--- config.mk ---
export PLATFORM = sky130hd
export DESIGN_NAME = dmem_vec_fetch_ctrl
export DESIGN_NICKNAME = d
export VERILOG_FILES = /design/src/rtl/vec_pkg.sv /design/src/rtl/vec_lane_mask.sv /design/src/rtl/dmem_vec_fetch_ctrl.sv
export SDC_FILE = /design/constraint.sdc
export NUM_CORES = 1
export LEC_CHECK = 0
export BUFFER_PORTS_ARGS = -buffer_cell sky130_fd_sc_hd__clkbuf_2
export CAP_MARGIN = 25
export CORE_MARGIN = 5
export CORE_UTILIZATION = 29
export CTS_CLUSTER_SIZE = 40
export DETAILED_ROUTE_END_ITERATION = 12
export SKIP_LAST_GASP = 1
export SYNTH_ARGS = -nofsm -noshare
export SYNTH_HDL_FRONTEND = slang
export SYNTH_SLANG_ARGS = --single-unit
--- constraint.sdc ---
create_clock -name clk -period 17.7 [get_ports clk]
set_input_delay 1.77 -clock clk [delete_from_list [all_inputs] [get_ports clk]]
set_output_delay 1.77 -clock clk [all_outputs]
set_load 0.05 [all_outputs]
--- src/rtl/vec_pkg.sv ---
// -----------------------------------------------------------------------------
// vec_pkg
// Shared definitions for the image-data vector fetch/store controllers.
//   S        : word and address width (32)
//   LANES    : 32-bit words per vector (6)
//   V        : vector width, S*LANES (192)
//   ROM_SIZE : ROM depth in words; addresses >= ROM_SIZE are illegal
//   fetch_state_t : controller FSM states
//   lane_mask()   : lane k valid when k < remaining
//   clamp_count() : requested word count clipped to the end of the ROM
// -----------------------------------------------------------------------------
package vec_pkg;

  localparam int S        = 32;
  localparam int LANES    = 6;
  localparam int V        = S * LANES;
  localparam int ROM_SIZE = 30015;

  typedef enum logic [1:0] {
    IDLE,
    FETCH,
    HOLD,
    DONE
  } fetch_state_t;

  function automatic logic [LANES-1:0] lane_mask(input logic [S-1:0] remaining);
    logic [LANES-1:0] m;
    m = '0;
    for (int k = 0; k < LANES; k++) begin
      m[k] = (S'(k) < remaining);
    end
    return m;
  endfunction

  // The subtraction is only evaluated for in-range bases, so it never wraps.
  function automatic logic [S-1:0] clamp_count(input logic [S-1:0] base,
                                               input logic [S-1:0] num);
    logic [S-1:0] avail;
    avail = '0;
    if (base >= S'(ROM_SIZE)) begin
      return '0;
    end
    avail = S'(ROM_SIZE) - base;
    return (num < avail) ? num : avail;
  endfunction

endpackage

--- src/rtl/vec_lane_mask.sv ---
// -----------------------------------------------------------------------------
// vec_lane_mask
// Combinational mask-and-zero of one V-bit vector. Lane k passes through when
// k < remaining_i, otherwise it is forced to zero. Shared with the store side.
//   data_i      in  V      raw vector, lane k at bits [k*S +: S]
//   remaining_i in  S      words still owed to the transfer
//   data_o      out V      vector with unrequested lanes zeroed
//   mask_o      out LANES  per-lane valid mask
// -----------------------------------------------------------------------------
module vec_lane_mask
  import vec_pkg::*;
(
  input  logic [V-1:0]     data_i,
  input  logic [S-1:0]     remaining_i,
  output logic [V-1:0]     data_o,
  output logic [LANES-1:0] mask_o
);

  assign mask_o = lane_mask(remaining_i);

  for (genvar gi = 0; gi < LANES; gi++) begin : g_lane
    assign data_o[gi*S +: S] = mask_o[gi] ? data_i[gi*S +: S] : '0;
  end

endmodule

--- src/rtl/dmem_vec_fetch_ctrl.sv ---
// -----------------------------------------------------------------------------
// dmem_vec_fetch_ctrl
// Streams a contiguous ROM region to the vector datapath as 6-lane vectors.
// Each vector costs one FETCH cycle (ROM read registered) plus one or more HOLD
// cycles presenting it on a valid/ready handshake.
//   clk, reset          clock, asynchronous active-high reset
//   start, abort        transfer control (start sampled only in IDLE)
//   base_addr,num_words transfer region, latched on start
//   rom_addr, rom_rd    ROM word address / combinational 6-word read data
//   vec_data, vec_mask  registered vector and its per-lane valid mask
//   vec_index           ordinal of the presented vector
//   vec_valid,vec_ready output handshake
//   busy, done          activity flag and one-cycle completion pulse
// -----------------------------------------------------------------------------
module dmem_vec_fetch_ctrl
  import vec_pkg::*;
(
  input  logic             clk,
  input  logic             reset,
  input  logic             start,
  input  logic             abort,
  input  logic [S-1:0]     base_addr,
  input  logic [S-1:0]     num_words,
  output logic [S-1:0]     rom_addr,
  input  logic [V-1:0]     rom_rd,
  output logic [V-1:0]     vec_data,
  output logic [LANES-1:0] vec_mask,
  output logic [S-1:0]     vec_index,
  output logic             vec_valid,
  input  logic             vec_ready,
  output logic             busy,
  output logic             done
);

  fetch_state_t     state_q, state_d;
  logic [S-1:0]     remaining_q, remaining_d;
  logic [S-1:0]     cur_addr_q, cur_addr_d;
  logic [S-1:0]     vec_index_q, vec_index_d;
  logic [V-1:0]     vec_data_q, vec_data_d;
  logic [LANES-1:0] vec_mask_q, vec_mask_d;

  logic [V-1:0]     masked_data;
  logic [LANES-1:0] masked_mask;
  logic [S-1:0]     start_count;
  logic [S-1:0]     take;
  logic [S-1:0]     rem_after;

  vec_lane_mask u_lane_mask (
    .data_i      (rom_rd),
    .remaining_i (remaining_q),
    .data_o      (masked_data),
    .mask_o      (masked_mask)
  );

  assign start_count = clamp_count(base_addr, num_words);
  assign take        = (remaining_q < S'(LANES)) ? remaining_q : S'(LANES);
  assign rem_after   = remaining_q - take;

  always_comb begin
    state_d     = state_q;
    remaining_d = remaining_q;
    cur_addr_d  = cur_addr_q;
    vec_index_d = vec_index_q;
    vec_data_d  = vec_data_q;
    vec_mask_d  = vec_mask_q;

    // Abort wins over everything, including a same-cycle handshake; the
    // presented vector registers are deliberately left untouched.
    if (abort && (state_q != IDLE)) begin
      state_d = IDLE;
    end else begin
      case (state_q)
        IDLE: begin
          if (start && !abort) begin
            cur_addr_d  = base_addr;
            vec_index_d = '0;
            remaining_d = start_count;
            state_d     = (start_count == '0) ? DONE : FETCH;
          end
        end
        FETCH: begin
          vec_data_d = masked_data;
          vec_mask_d = masked_mask;
          state_d    = HOLD;
        end
        HOLD: begin
          if (vec_ready) begin
            remaining_d = rem_after;
            cur_addr_d  = cur_addr_q + S'(LANES);
            vec_index_d = vec_index_q + 1'b1;
            state_d     = (rem_after == '0) ? DONE : FETCH;
          end
        end
        DONE: begin
          state_d = IDLE;
        end
        default: begin
          state_d = IDLE;
        end
      endcase
    end
  end

  always_ff @(posedge clk or posedge reset) begin
    if (reset) begin
      state_q     <= IDLE;
      remaining_q <= '0;
      cur_addr_q  <= '0;
      vec_index_q <= '0;
      vec_data_q  <= '0;
      vec_mask_q  <= '0;
    end else begin
      state_q     <= state_d;
      remaining_q <= remaining_d;
      cur_addr_q  <= cur_addr_d;
      vec_index_q <= vec_index_d;
      vec_data_q  <= vec_data_d;
      vec_mask_q  <= vec_mask_d;
    end
  end

  assign rom_addr  = cur_addr_q;
  assign vec_data  = vec_data_q;
  assign vec_mask  = vec_mask_q;
  assign vec_index = vec_index_q;
  assign vec_valid = (state_q == HOLD);
  assign busy      = (state_q != IDLE);
  assign done      = (state_q == DONE);

endmodule

=== After elaboration in Yosys (flattened, before gate mapping) ===
Index checks and enable logic that the tools add are counted.

* Latch bits: 0
* Bits in writable memories: 0
* Input port bits: 261
* Memories: 0
* Memory bits (read-only): 0
* Output and inout bits: 265
* Bits in registers: 296
* Word-level logic and storage cells: 64

* Div/mod/pow operators: 0
* Multiplexer cells: 26
* Bitwise gates (word level): 1
* Add/sub/neg operators: 4
* Reductions and logical operators: 11
* Shift-type cells: 0
* Eq/ne operators: 7
* Order comparisons: 9
* $mul: 0

{| class="wikitable"
|+ Operator list
! kind !! count
|-
| two-way mux 32 bit || 16
|-
| case mux 32 bit (2 select lines) || 3
|-
| logical NOT 32 bit || 2
|-
| < comparator 1 x 32 -> 1 bit (first input constant) || 2
|-
| < comparator 2 x 32 -> 1 bit (first input constant) || 2
|-
| < comparator 3 x 32 -> 1 bit (first input constant) || 2
|-
| adder 32 x 1 -> 32 bit (second input constant) || 1
|-
| adder 32 x 3 -> 32 bit (second input constant) || 1
|-
| greater-or-equal comparator 32 x 15 -> 1 bit (second input constant) || 1
|-
| < comparator 32 x 3 -> 1 bit (second input constant) || 1
|-
| < comparator 32 bit || 1
|-
| subtractor 15 x 32 -> 32 bit (first input constant) || 1
|-
| subtractor 32 bit || 1
|-
| two-way mux 2 bit || 5
|-
| case mux 2 bit (4 select lines) || 1
|-
| equality test 2 bit (second input constant) || 2
|-
| AND reduction 2 bit || 2
|-
| AND reduction 4 bit || 1
|-
| nonzero test 2 bit || 2
|-
| inequality test 3 x 1 -> 1 bit (second input constant) || 1
|-
| inequality test 3 bit (second input constant) || 1
|-
| equality test 2 x 1 -> 1 bit (second input constant) || 1
|-
| logical AND 1 bit || 2
|-
| logical NOT 2 bit || 1
|-
| other kinds (5) || 5
|}

=== Logic depth before layout (Yosys ltp) ===
Gate-level depths: netlist of run 1.

* Word-level depth: 9
* Mapped depth: 19
* Mapped depth without buffers: 16

=== Cells and area by module ===
A second synthesis of run 1 with hierarchy kept.

* Cells, all modules: 1,809
* Area total of the unflattened synthesis: 17,214.0 um^2

{| class="wikitable"
|+ Modules (own cells, without submodules)
! module !! seq. area each (um^2) !! cells each !! instances !! area each (um^2)
|-
| dmem_vec_fetch_ctrl || 7,407.1 || 1,411 || 1 || 15,068.2
|-
| vec_lane_mask || 0.0 || 398 || 1 || 2,145.8
|}

=== Worst setup path before layout of run 1 ===
Ideal clock, no wire load.

* Path kind: input to register
* From: in base_addr[18]
* To: reg remaining_q[10]
* Data required time: 17,605 ps
* Setup time: 95 ps
* Path buffers: 4
* Cell stages on the path: 18
* Slack: 12,004 ps
* Arrival: 5,601 ps
* Cell sequence: or4_4 -> or3_1 -> buf_2 -> or2_1 -> buf_6 -> o41ai_1 -> o21ai_1 -> ha_1 -> nand4_1 -> or2_2 -> or3_1 -> a31oi_1 -> nor2_1 -> buf_1 -> clkbuf_1 -> nor2_1 -> a21oi_1 -> o31ai_1

* Cells in the longest elaborated chain, start to end: 6
* Elaborated cells on any way between the ends: 8
* Those cells by class: 1 x add/sub; 2 x order compare; 5 x mux

{| class="wikitable"
|+ RTL lines
! element !! RTL line !! text
|-
| start, declared || dmem_vec_fetch_ctrl.sv:22 || <nowiki>input logic [S-1:0] base_addr,</nowiki>
|-
| subtractor 15 x 32 -> 32 bit || vec_pkg.sv:43 || <nowiki>avail = S'(ROM_SIZE) - base;</nowiki>
|-
| < comparator 32 bit || vec_pkg.sv:44 || <nowiki>return (num < avail) ? num : avail;</nowiki>
|-
| two-way mux 32 bit || vec_pkg.sv:44 ||
|-
| two-way mux 32 bit * || vec_pkg.sv:43 ||
|-
| two-way mux 32 bit * || dmem_vec_fetch_ctrl.sv:74 || <nowiki>if (start && !abort) begin</nowiki>
|-
| case mux 32 bit (2 select lines) * || dmem_vec_fetch_ctrl.sv:72 || <nowiki>case (state_q)</nowiki>
|-
| end signal, assigned || dmem_vec_fetch_ctrl.sv:114 || <nowiki>remaining_q <= remaining_d;</nowiki>
|-
| end, declared || dmem_vec_fetch_ctrl.sv:36 || <nowiki>logic [S-1:0] remaining_q, remaining_d;</nowiki>
|}

Every way passes the cells marked *; elsewhere a longest branch is shown, timed or not. The select of a mux whose other input is x is not followed.
A chain may end at the register's enable or synchronous reset.

=== Worst setup path after layout of run 1 ===
* From: in base_addr[6]
* To: reg remaining_q[19]

The elaborated chain is that of the path after synthesis.

==> qor.csv, run 1 <==
stage;metric;value;unit
outcome;status;finished, final reports clean;
synth;Post-synth EDFFs;0;
worst_hold_path;Hold Crit Depth;1;
synth;synth top area cells;dfrtp_1 (51%), a22o_1 (9.6%), o21ai_0 (3.8%);
sta;RSZ-0062 raised after global routing;no;
critical_path;beginning of the critical path;base_addr[6];
drt;residual DRC count;0;
drt;First-pass DRT Iterations;5;
clock_tree;worst-case clock buffer depth;3;
critical_path;CP Data Required Time;18.11;ns
clock_tree;Post-CTS Setup Inserts;0;
layout;Final #Nets;2268;
critical_path;FF-to-FF path depth;12;
placed_design;dpl ws;11.18;ns
sta;clk_skew;0.0267;ns
global_route;Total GRT Usage;0.207;
drt;routed wire length;60500;microns
synth;Yosys top cell area share;0.506;
sta;Slew headroom;0.343;
global_route;first-pass GRT wire length;90200;microns
layout;final core utilization;0.384;
critical_path;reg2reg start;remaining_q[28]$_DFFE_PP0P_;
pwr;sequential share of power;0.290;
synth;Mapped Cells;1481;
clock_tree;CTS tree;built;
critical_path;R2R setup slack;12.73;ns
worst_hold_path;Worst Hold Class;flip-flop to flip-flop;
sta;setup ws final;11.75;ns
sta;setup violators final;0;
synth;area leader, netlist;dfrtp_1;
critical_path;Crit Path Max Fanout;57;
pwr;clock share of power;0.181;
critical_path;Arr. time, crit path;6.36;ns
drt;drt via density;5.35;
clock_tree;PostCTS Resize Cnt;0;
clock_tree;hold_buf cts;0;
floorplanning;die height;235;microns
global_route;number of global-route vias before repair;13900;
clock_tree;Worst-path clk slew;0.06;ns
pwr;total power draw;4.10;mW
layout;share of layout cells above drive strength 1;0.314;
clock_tree;CTS Buf Count;36;
synth;Unique masters post-synth;69;
pwr;share of total power in combinational logic;0.530;
critical_path;Critical Path Source Type;primary input;
placed_design;Area after DPL;0.0179;sq mm
layout;fin cells;2676;
critical_path;CP Capture Type;flip-flop;
pwr;Internal;1.94;mW
placed_design;Post-Place Cells;2602;
placed_design;routability cong.;0.947;
layout;Final Instance Area;0.0192;sq mm
sta;Hold Fails Final Rpt;0;
synth;Syn Nets;1777;
drt;Vias;14300;
placed_design;IO buf count;525;
synth;Netlist Area Pre-Place;0.0146;sq mm
sta;Tcrit/Tclk final;0.336;
synth;sequential-to-total area share from yosys stat;0.506;
global_route;maximum number of pins on one net before global-route repair;168;
layout;Layout area overhead;31.3;%
worst_hold_path;Hold Path Origin;vec_mask[3]$_DFFE_PP0P_;
worst_hold_path;Endpoint, Worst Hold;vec_mask[3]$_DFFE_PP0P_;
floorplanning;cell row count;82;
sta;Tightest Pin Transition;0.983;ns
global_route;antenna violations before repair;6;
critical_path;reg2reg end;state_q[1]$_DFFE_PP0P_;
clock_tree;latest clock arrival within the worst-skew pair;0.55;ns
pwr;switching part of the total;0.526;
clock_tree;clk sinks;296;
global_route;GR Overflow Total;0;
drt;wire per inst;22.6;microns
clock_tree;clock root cell;clkbuf_16;
drt;post-route ant nets;0;
sta;minimum clock period;5.95;ns
sta;Fin Hold WS;0.473;ns
synth;register bit total from synthesis;296;
floorplanning;Chip Width;235;microns
pwr;Worst IR Drop VDD;0.127;mV
synth;Synth Flop Type;dfrtp_1;
synth;Async S/R FF share, synth;1.00;
pwr;power per standard cell area;213;mW/mm^2
placed_design;DP HPWL;46100;microns
clock_tree;H-tree levels;2;
synth;Mean Syn Cell Area;9.88;sq um
floorplanning;core footprint;0.0501;sq mm
floorplanning;die area;0.0551;sq mm
sta;setup TNS;0;ns
flow_run;max cap viols;0;
synth;Yosys warnings;0;
critical_path;kind of critical path;primary input to flip-flop;
drt;initial DRC count;1026;
floorplanning;num ports;526;
pwr;Psw;2.16;mW
pwr;Pleak;9.33;nW
floorplanning;initial core utilization;0.292;
sta;Fmax achieved;168;MHz
sta;Slew Limit Fails;0;
worst max-delay path, stage by stage:
cell and delay (ns):
clkbuf_2 0.15, inv_1 0.10, ha_1 0.25, nand2b_1 0.21
a211oi_1 0.73, nor4_1 0.13, xor2_1 0.36, ha_1 0.32
a21o_1 0.19, a221o_1 0.33, a221oi_1 0.31, o221ai_1 0.24
nor2_4 0.14, buf_4 0.47, mux2_2 0.41, a21oi_1 0.17
a311oi_1 0.07
Yosys cell counts, types with 6 or more instances:
library cell,count
a21oi_1,101
nand2_1,143
xnor2_1,17
inv_1,30
and2_1,8
a22oi_1,7
nand2b_1,8
nand4_1,26
and3_1,13
a21o_1,17
nor4_1,29
dfrtp_1,296
or2_2,6
mux2i_1,9
or3_1,21
a22o_1,160
ha_1,35
clkbuf_1,84
xor2_1,38
nor2_1,111
nand3_1,28
o21a_1,7
and4_1,11
o22ai_1,25
o21ai_0,110
o211ai_1,7
nor3_1,30
o31ai_1,9
power by group through the flow:
stage                     clock [mW]  combinational (mW)  sequential [mW]
after global routing           0.788                2.27             1.23
after floorplan                    0               0.677             2.02
final                          0.742                2.17             1.19
after global placement             0                2.16             1.18
after detailed placement           0                2.16             1.19
after CTS                      0.762                2.18             1.18
how the worst max path moves through the flow:
stage | end | slack (ns) | depth (start not counted)
floorplan | remaining_q[0]$_DFFE_PP0P_ | 7.75 | 1
global placement | remaining_q[7]$_DFFE_PP0P_ | 11.34 | 17
detailed placement | remaining_q[19]$_DFFE_PP0P_ | 11.18 | 17
CTS | remaining_q[19]$_DFFE_PP0P_ | 11.76 | 17
global route | remaining_q[7]$_DFFE_PP0P_ | 11.50 | 17
finish | remaining_q[19]$_DFFE_PP0P_ | 11.75 | 17
cells in the final DEF, fill, tap and decap left out, drive strengths merged, types with 19 or more instances in the layout:
cell,count
clkbuf,575
dfrtp,296
a22o,160
nand2,143
o21ai,111
nor2,111
a21oi,101
xor2,39
inv,37
ha,35
nor4,33
nor3,32
nand3,28
nand4,26
o22ai,25
or3,21
buf,19
per-layer routing:
layer  wire length [microns]  vias to the layer above  part of all wire  GRT usage
li1                        -                     6498                 -          -
met1                   23300                     7005              0.38      0.245
met2                   30300                      689              0.50      0.362
met3                    4650                      112             0.077     0.0546
met4                    2310                        4             0.038     0.0754
met5                      28                        -           0.00046          0
kinds of logic after synthesis:
logic type / synth area share
buf+inv: 0.0322
other cells: 0.000256
mux: 0.00769
fa+ha+maj: 0.0299
xor+xnor: 0.0340
compound gates: 0.235
simple gates: 0.155
flops: 0.506
state kept, by name, indices dropped and copies added, names as in the netlist:
register and count:
vec_data 192, vec_mask 6, remaining_q 32, vec_index 32, rom_addr 32, state_q 2
area by class of cell:
cell class	count	area, sq um
Sequential cell	296	7410
Clock inverter	15	191
Fill cell	5078	30800
Inverter	32	128
Antenna cell	5	12.5
Clock buffer	50	983
Multi-Input combinational cell	1062	6810
Timing Repair Buffer	544	2850
Tap cell	672	841
Note: power is estimated with default switching activity, not from simulation.
==> run 2: changes to the inputs <==
Settings changed: ABC_AREA from default to 1.
Clock period 17.7 ns to 5.1 ns, I/O delays scaled along.
==> run 2 against run 1 <==
  * Area after synthesis increased by 12%
  * Clock skew decreased by 0.00074 ns
  * Global-route usage decreased by 2.6 points
  * Final cell count increased by 28%
  * Critical endpoint is now state_q[1]$_DFFE_PP0P_
==> qor.csv, run 2 <==
stage;metric;value;unit;change
critical_path;crit path buf inv count;4;;+1
drt;routed wire length;59000;microns;-2.5%
drt;residual DRC count;0;;unchanged
clock_tree;H-tree levels;2;;unchanged
clock_tree;worst-case clock buffer depth;3;;unchanged
synth;Synth Area in Adders;0.0267;;-0.00320
sta;setup ws final;1.31;ns;-10.44 ns
sta;Tightest Pin Transition;1.04;ns;+0.0548 ns
synth;Post-Synth XOR/XNOR Area;0.0246;;-0.00944
clock_tree;latest clock arrival within the worst-skew pair;0.56;ns;about the same
clock_tree;CTS tree;built;;
critical_path;CP Capture Type;flip-flop;;
critical_path;Worst path most repeated cell;nand2_1;;
synth;Compound-Gate Fraction of Synth Area;0.145;;-0.0895
sta;Slew Limit Fails;0;;unchanged
synth;Async S/R FF share, synth;1.00;;unchanged
synth;Yosys top cell area share;0.452;;-0.0542
synth;register bit total from synthesis;296;;unchanged
synth;Post-synth EDFFs;0;;unchanged
clock_tree;clock root cell;clkbuf_16;;
layout;final core utilization;0.376;;-0.00790
sta;setup TNS;0;ns;unchanged
global_route;Total GRT Usage;0.181;;-0.0264
floorplanning;num ports;526;;unchanged
critical_path;Crit path depth;28;;+11
layout;Final #Nets;2929;;+29%
synth;Synth Flop Type;dfrtp_1;;
flow_run;max cap viols;0;;unchanged
sta;clk_skew;0.0260;ns;-0.000743 ns
drt;drt via density;4.68;;-13%
synth;synth top area cells;dfrtp_1 (45%), inv_1 (11%), nand2_1 (7.1%);;
sta;Tcrit/Tclk final;0.744;;
critical_path;beginning of the critical path;base_addr[6];;
outcome;status;finished, final reports clean;;
drt;initial DRC count;863;;-16%
sta;setup violators final;0;;unchanged
layout;max FFs per register;192;;unchanged
placed_design;dpl ws;0.780;ns;-10.40 ns
critical_path;CP Data Required Time;5.58;ns;-12.53 ns
sta;minimum clock period;3.79;ns;
worst_hold_path;Worst Hold Class;primary input to async pin;;
global_route;maximum number of pins on one net before global-route repair;210;;+25%
sta;RSZ-0062 raised after global routing;no;;
floorplanning;die height;248;microns;+5.6%
critical_path;CP peak stage delay;0.30;ns;-0.43 ns
global_route;antenna violations before repair;7;;+1
synth;mux contribution to synthesized area;0.00137;;-0.00632
sta;Hold Fails Final Rpt;0;;unchanged
drt;wire per inst;17.3;microns;-24%
clock_tree;Post-CTS Setup Inserts;0;;unchanged
pwr;Worst IR Drop VDD;0.441;mV;+250%
synth;main combinational cell family by area after synthesis;simple AND/OR/NAND/NOR gates;;
sta;Slew headroom;0.308;;-0.0351
placed_design;DP HPWL;44700;microns;-3.1%
layout;Layout area overhead;28.8;%;
synth;sequential-to-total area share from yosys stat;0.452;;-0.0542
critical_path;reg2reg start;remaining_q[20]$_DFFE_PP0P_;;
floorplanning;Chip Width;248;microns;+5.6%
global_route;number of global-route vias before repair;15300;;+9.8%
synth;Mapped Cells;2142;;+45%
clock_tree;clk sinks;296;;unchanged
drt;post-route ant nets;0;;unchanged
floorplanning;cell row count;87;;+6.1%
pwr;Pleak;11.4;nW;+22%
drt;Vias;16000;;+12%
critical_path;Critical Path Source Type;primary input;;
clock_tree;hold_buf cts;0;;unchanged
synth;count leader, synth;inv_1;;
critical_path;Crit Path Max Fanout;24;;-58%
clock_tree;Worst-path clk slew;0.06;ns;about the same
synth;area leader, netlist;dfrtp_1;;
critical_path;kind of critical path;primary input to flip-flop;;
synth;synthesized-area fraction occupied by and/or/nand/nor cells;0.216;;+0.0606
pwr;power per standard cell area;698;mW/mm^2;+230%
synth;Unique masters post-synth;56;;-19%
placed_design;IO buf count;525;;unchanged
sta;Fmax achieved;264;MHz;
synth;Syn Nets;2438;;+37%
synth;Yosys warnings;0;;unchanged
floorplanning;core footprint;0.0562;sq mm;+12%
critical_path;FF-to-FF path depth;18;;+6
global_route;first-pass GRT wire length;87600;microns;-2.8%
layout;share of layout cells above drive strength 1;0.242;;-0.0718
clock_tree;PostCTS Resize Cnt;0;;unchanged
placed_design;routability cong.;0.882;;-6.9%
floorplanning;initial core utilization;0.292;;-0.000499
global_route;GR Overflow Total;0;;unchanged
layout;leading cell type in the layout, fill and taps excluded;clkbuf_2;;
layout;most frequent cells in the layout;clkbuf_2 (525), inv_1 (479), nand2_1 (309), dfrtp_1 (296), nand3_1 (182);;
synth;Netlist Area Pre-Place;0.0164;sq mm;+12%
drt;First-pass DRT Iterations;5;;unchanged
critical_path;crit-path leading delay family;simple AND/OR/NAND/NOR gates;;
synth;Mean Syn Cell Area;7.65;sq um;-23%
clock_tree;CTS Buf Count;37;;+2.8%
layout;fin cells;3417;;+28%
floorplanning;die area;0.0614;sq mm;+11%
placed_design;Post-Place Cells;3350;;+29%
synth;most frequent cells after synthesis;inv_1 (480), nand2_1 (309), dfrtp_1 (296);;
layout;FILL cells;6006;;+18%
critical_path;Arr. time, crit path;4.27;ns;-2.09 ns
critical_path;Slowest cell on crit path;buf_4;;
## run 2: cell types whose count changed after synthesis, moves of 21 or more
cell	delta
a21oi_1	-34
a22o_1	-160
clkbuf_1	-21
inv_1	+450
nand2_1	+166
nand3_1	+154
nand3b_1	+37
nor2_1	+39
o21ai_0	+61
o22ai_1	+111
or3_1	-21
## run 2: worst reg2reg max path, cell delays in order, from the launching register on
cell,delay [ns]
dfrtp_1,0.43
nor2_1,0.11
nand2_1,0.09
nor2_1,0.06
nand2_1,0.23
inv_1,0.07
nand2_1,0.06
buf_4,0.38
nand2_1,0.13
ha_1,0.27
nand2_1,0.36
nand3_1,0.26
o21ai_0,0.29
nand3_1,0.14
nor3_1,0.19
nand3_1,0.16
a21oi_1,0.15
nand2_1,0.06
nand2_1,0.05
## run 2: kinds of logic (layout without fill, tap and decap cells)
| group | count (synthesis) | in the layout |
|---|---|---|
| AO/OA/AOI/OAI | 419 | 419 |
| adder cells (fa/ha/maj) | 35 | 35 |
| multiplexers | 2 | 2 |
| flip-flops | 296 | 296 |
| buffers and inverters | 577 | 1094 |
| AND/OR/NAND/NOR | 766 | 766 |
| XOR/XNOR | 46 | 46 |
| other | 1 | 3 |
## run 2: layout make-up
cell class	instances	area, sq um	share of cell area
diodes	2	5.00	0.000237
clock buffers	51	1060	0.0501
clock inverters	14	224	0.0106
inverters	486	1830	0.0866
multi-input cells	1269	6830	0.323
flip-flops and latches	296	7410	0.351
well taps	756	946	0.0448
repair buffers	543	2820	0.134
## run 2: power by group
| part | internal (mW) | leakage, nW | total, mW | switching, mW |
|---|---|---|---|---|
| registers | 3.37 | 3.68 | 4.04 | 0.667 |
| logic | 1.80 | 7.07 | 7.92 | 6.13 |
| clock network | 1.71 | 0.629 | 2.77 | 1.07 |
## run 2: worst paths after layout
kind / to / slack, ns
worst max register to register: state_q[1]$_DFFE_PP0P_ / 1.53
max in group asynchronous: rom_addr[17]$_DFFE_PP0P_ / 4.13
worst min register to register: rom_addr[0]$_DFFE_PP0P_ / 0.49
min in group clk: vec_data[59]$_DFFE_PP0P_ / 0.17
worst min-delay path: vec_mask[1]$_DFFE_PP0P_ / 0.11
worst max-delay path: state_q[1]$_DFFE_PP0P_ / 1.31
## run 2: per-stage QoR
step | instance area, sq um | hold WS, ns | total power, mW
2_1_floorplan | 16400 | 0.468 | 9.79
3_3_place_gp | 19800 | 0.466 | 12.0
3_5_place_dp | 19800 | 0.469 | 12.0
4_1_cts | 21100 | 0.136 | 14.9
5_1_grt | 21100 | 0.152 | 15.6
6_report | 21100 | 0.107 | 14.7
## run 2: routing by layer
metal  up-vias  part of all wire  global-route usage
met3       113             0.084              0.0526
met1      7377              0.41               0.223
met5         -            0.0012                   0
li1       7899                 -                   -
met4        10             0.043              0.0710
met2       580              0.47               0.299
